[src/rtl/sync_fifo.sv]
// Single-clock parametrised FIFO with occupancy count, almost-full/almost-empty
// thresholds and sticky overflow/underflow. Define SYNC_FIFO_FWFT_EN for first-word-fall-through reads.
module sync_fifo #(
  parameter int DATA_WIDTH    = 8,
  parameter int ADDR_WIDTH    = 4,
  parameter int AFULL_THRESH  = 12,
  parameter int AEMPTY_THRESH = 2
) (
  input  logic                  clk,
  input  logic                  rst,
  input  logic                  wr_en,
  input  logic [DATA_WIDTH-1:0] din,
  input  logic                  rd_en,
  input  logic                  err_clr,
  output logic [DATA_WIDTH-1:0] dout,
  output logic                  full,
  output logic                  empty,
  output logic                  almost_full,
  output logic                  almost_empty,
  output logic [ADDR_WIDTH:0]   count,
  output logic                  overflow,
  output logic                  underflow
);

  localparam int DEPTH = 2 ** ADDR_WIDTH;
  localparam logic [ADDR_WIDTH:0] LP_DEPTH  = (ADDR_WIDTH + 1)'(DEPTH);
  localparam logic [ADDR_WIDTH:0] LP_AFULL  = (ADDR_WIDTH + 1)'(AFULL_THRESH);
  localparam logic [ADDR_WIDTH:0] LP_AEMPTY = (ADDR_WIDTH + 1)'(AEMPTY_THRESH);

  logic [DATA_WIDTH-1:0] r_mem [DEPTH];
  logic [ADDR_WIDTH-1:0] r_wr_ptr;
  logic [ADDR_WIDTH-1:0] r_rd_ptr;
  logic [ADDR_WIDTH:0]   r_count;
  logic                  r_full;
  logic                  r_empty;
  logic                  r_afull;
  logic                  r_aempty;
  logic                  r_ovf;
  logic                  r_udf;

  logic                  w_wr_acc;
  logic                  w_rd_acc;
  logic [ADDR_WIDTH:0]   w_count_nxt;

  assign w_wr_acc = wr_en & ~r_full;
  assign w_rd_acc = rd_en & ~r_empty;

  always_comb begin
    w_count_nxt = r_count;
    case ({w_wr_acc, w_rd_acc})
      2'b10:   w_count_nxt = r_count + 1'b1;
      2'b01:   w_count_nxt = r_count - 1'b1;
      default: w_count_nxt = r_count;
    endcase
  end

  // Storage has no reset; a write presented during reset must not land.
  always_ff @(posedge clk) begin
    if (!rst && w_wr_acc) begin
      r_mem[r_wr_ptr] <= din;
    end
  end

  // Status flags are derived from the next count so they never lag count.
  always_ff @(posedge clk) begin
    if (rst) begin
      r_wr_ptr <= '0;
      r_rd_ptr <= '0;
      r_count  <= '0;
      r_full   <= 1'b0;
      r_empty  <= 1'b1;
      r_afull  <= 1'b0;
      r_aempty <= 1'b1;
      r_ovf    <= 1'b0;
      r_udf    <= 1'b0;
    end else begin
      if (w_wr_acc) r_wr_ptr <= r_wr_ptr + 1'b1;
      if (w_rd_acc) r_rd_ptr <= r_rd_ptr + 1'b1;
      r_count  <= w_count_nxt;
      r_full   <= (w_count_nxt == LP_DEPTH);
      r_empty  <= (w_count_nxt == '0);
      r_afull  <= (w_count_nxt >= LP_AFULL);
      r_aempty <= (w_count_nxt <= LP_AEMPTY);
      if (wr_en && r_full)  r_ovf <= 1'b1;
      else if (err_clr)     r_ovf <= 1'b0;
      if (rd_en && r_empty) r_udf <= 1'b1;
      else if (err_clr)     r_udf <= 1'b0;
    end
  end

`ifdef SYNC_FIFO_FWFT_EN
  assign dout = r_mem[r_rd_ptr];
`else
  logic [DATA_WIDTH-1:0] r_dout;

  always_ff @(posedge clk) begin
    if (rst) begin
      r_dout <= '0;
    end else if (w_rd_acc) begin
      r_dout <= r_mem[r_rd_ptr];
    end
  end

  assign dout = r_dout;
`endif

  assign full         = r_full;
  assign empty        = r_empty;
  assign almost_full  = r_afull;
  assign almost_empty = r_aempty;
  assign count        = r_count;
  assign overflow     = r_ovf;
  assign underflow    = r_udf;

endmodule

[config.mk]
export PLATFORM = sky130hd
export DESIGN_NAME = sync_fifo
export DESIGN_NICKNAME = d
export VERILOG_FILES = /design/src/rtl/sync_fifo.sv
export SDC_FILE = /design/constraint.sdc
export NUM_CORES = 1
export LEC_CHECK = 0
export CORE_ASPECT_RATIO = 2
export CORE_MARGIN = 3
export CORE_UTILIZATION = 50
export DETAILED_ROUTE_END_ITERATION = 8
export GPL_TIMING_DRIVEN = 1
export PLACE_DENSITY = 0.68
export REMOVE_ABC_BUFFERS = 1
export SLEW_MARGIN = 20
export SYNTH_ARGS = -nofsm -noshare
export SYNTH_HDL_FRONTEND = slang
export SYNTH_SLANG_ARGS = --single-unit
[constraint.sdc]
create_clock -name clk -period 5.6 [get_ports clk]
set_clock_uncertainty 0.05 [all_clocks]
set_input_delay 0.84 -clock clk [delete_from_list [all_inputs] [get_ports clk]]
set_output_delay 0.84 -clock clk [all_outputs]
set_load 0.005 [all_outputs]
==> flow_summary.yaml <==
logic_synthesis:
  yosysTopAreaCellShare: 0.624
  synth.largest_area_cell: "edfxtp_1"
  seq_area_frac_synth: 0.712
  ys_top_cells_by_area: "edfxtp_1 62%, mux4_2 12%, dfxtp_1 8.8%, a22oi_1 2.3%, nor2_1 2.3%"
  synth_edf_count: 128
  syn_area_mm2: 0.00616
  synth_seq_cells: 155
  async_flop_share: 0
  synth_area_per_cell_um2: 16.9
  synth_cells: 364
  synth_cell_types: 39
  yosys_warnings: 0
  ys.flop_type: "edfxtp_1"
  ys_top_cells_by_count: "128 x edfxtp_1, 38 x nor2_1, 32 x mux4_2"
  yosysMostFrequentCell: "edfxtp_1"
finish:
  fillers: 912
  finalNetCount: 416
  drive_gt1_frac: 0.186
  finalNonFillerCells: 553
  area_delta_synth_final_pct: 16.8
  final_util: 0.604
  insertedDiodeCount: 0
detailed_routing:
  drt-pass1-iter-count: 6
  avgRoutedWirePerCell_um: 22.7
  initialDrtViolationCount: 256
  drc: 0
  vias: 3255
  antenna_left: 0
  drt-total-wl_mm: 12.5
  viasPerCell: 5.89
floorplanning:
  die_area_mm2: 0.0138
  initial_core_util: 0.517
  rows: 56
  die_height_um: 163
  core_mm2: 0.0119
  die_w_um: 84.5
  boundaryPins: 32
sta:
  max_slew_margin: 0.313
  slew_violations: 0
  min_period_ns: 3.67
  min_period_over_period: 0.655
  setup_viol: 0
  fmax_ghz: 0.273
  worstMarginPinSlew_ns: 1.03
  finalSetupTns_ns: 0
  setup_ws_ns: 1.93
  hold_violations: 0
  rsz0062_at_grt: "no"
setup_path:
  rr_startpoint: "empty"
  cp.required_ns: 5.91
  critPathKind: "input port to flop"
  cp.arrival_ns: 3.97
  reg2reg_depth: 10
  end_kind: "flop"
  worstSetupStartpoint: "rd_en"
  rrSetupSlack_ns: 2.37
  slowest_stage: "clkdlybuf4s50_1"
  cp_max_fo: 20
  reg2reg_to: "almost_empty"
  cp-start-kind: "input port"
  crit_family: "simple AND/OR/NAND/NOR gates"
  slowest_delay_ns: 0.48
  worst-path-buf-inv: 2
  crit_chain: "clkdlybuf4s50_1, nand2b_1, inv_2, nand2_1, xnor2_1, ha_1, o211ai_1, a21oi_1, a2111oi_4, mux2i_1, and4bb_1"
place:
  placed_cells: 521
  hpwl_mm: 8.36
  gp_congestion: 0.746
  portBuffers: 31
  post-place-ws_ns: 1.54
global_routing:
  grt_pass1_wl_mm: 19.6
  grt_pass1_vias: 3420
  grtUsageTotal: 0.195
  grt_max_degree: 32
  grt_overflow_total: 0
  antenna_found_initial: 0
power_and_ir_drop:
  ir_drop_v: 0.000265
  power_leakage_nw: 2.34
  cellPowerDensity_mw_per_mm2: 382
hold_path:
  hp-start: "dout[5]"
  holdPathStages: 2
  hp-class: "flop to flop"
  hold_end: "dout[5]"
clocking:
  clock-root-buffer: "clkbuf_16"
  clk_latency_ns: 0.41
  cts_setup_buffers: 0
  ctsResizeCount: 0
  cts_max_path_buffers: 2
  cts.reportedPaths.clkPinSlew_ns: 0.06
  cts_buffers: 17
  ctsHoldBuffers: 0
  cts.sinks: 155
  htreeDepth: 4
  cts_tree: "built"
status:
  status: "finished clean"
job:
  maxCapViolations: 0
how the worst max path moves through the flow:
stage / to / slack (ns) / cells after the start
after floorplan: almost_empty / 2.46 / 9
after global placement: almost_empty / 1.63 / 10
after detailed placement: almost_empty / 1.54 / 11
after CTS: almost_empty / 1.96 / 11
after global routing: almost_empty / 1.67 / 11
final: almost_empty / 1.93 / 11
layer usage:
layer,share of wire,track usage,up-vias
li1,-,-,1478
met4,0.028,0.0771,0
met3,0.043,0.0395,25
met2,0.57,0.365,110
met1,0.36,0.212,1642
met5,0,0,-
kinds of logic (layout without fill, tap and decap cells):
group,after synthesis,in the layout,share of synthesized area
AND/OR/NAND/NOR,77,77,0.0569
adder cells (fa/ha/maj),8,8,0.0163
multiplexers,34,34,0.120
AO/OA/AOI/OAI,52,52,0.0610
XOR/XNOR,9,9,0.0128
buffers and inverters,29,73,0.0207
flip-flops,155,155,0.712
flip-flops by register name, indices dropped and copies added, names as in the netlist:
register      count
overflow          1
r_rd_ptr          4
full              1
r_wr_ptr          4
almost_full       1
r_mem           128
almost_empty      1
underflow         1
empty             1
dout              8
count             5
metrics by stage:
stage / power (W) / instance area (um^2) / hold WS (ns)
global placement: 0.00164 / 6600 / 0.421
floorplan: 0.00152 / 6060 / 0.426
finish: 0.00275 / 7190 / 0.448
global route: 0.00284 / 7190 / 0.482
CTS: 0.00276 / 7190 / 0.453
detailed placement: 0.00164 / 6600 / 0.437
cells in the final DEF, fill, tap and decap left out, drive strengths merged, types with 7 or more instances in the layout:
master	Yosys	layout
clkbuf	10	20
edfxtp	128	128
ha	8	8
a22oi	19	19
inv	7	10
nor3	7	7
dfxtp	27	27
mux4	32	32
a21oi	20	20
clkdlybuf4s50	0	31
nand2	16	16
nor2	38	38
worst min-delay path, cell delays in order (launching register included):
cell and delay, ns:
dfxtp_1 0.33, a21oi_1 0.07, nor2_1 0.07
power breakdown:
group / leakage (nW) / internal [W] / switching, W
combinational: 0.681 / 0.000155 / 0.000151
clock: 0.287 / 0.000684 / 0.000447
sequential: 1.37 / 0.00128 / 0.0000299
cell type report:
class | count | area, um^2 | share of cell area
clock buffer | 20 | 457 | 0.0635
clock inverter | 12 | 138 | 0.0191
inverter | 7 | 31.3 | 0.00435
multi-input combinational | 180 | 1670 | 0.232
sequential | 155 | 4390 | 0.610
tap | 145 | 181 | 0.0252
timing repair buffer | 34 | 333 | 0.0463
Note: power is estimated with default switching activity, not from simulation.
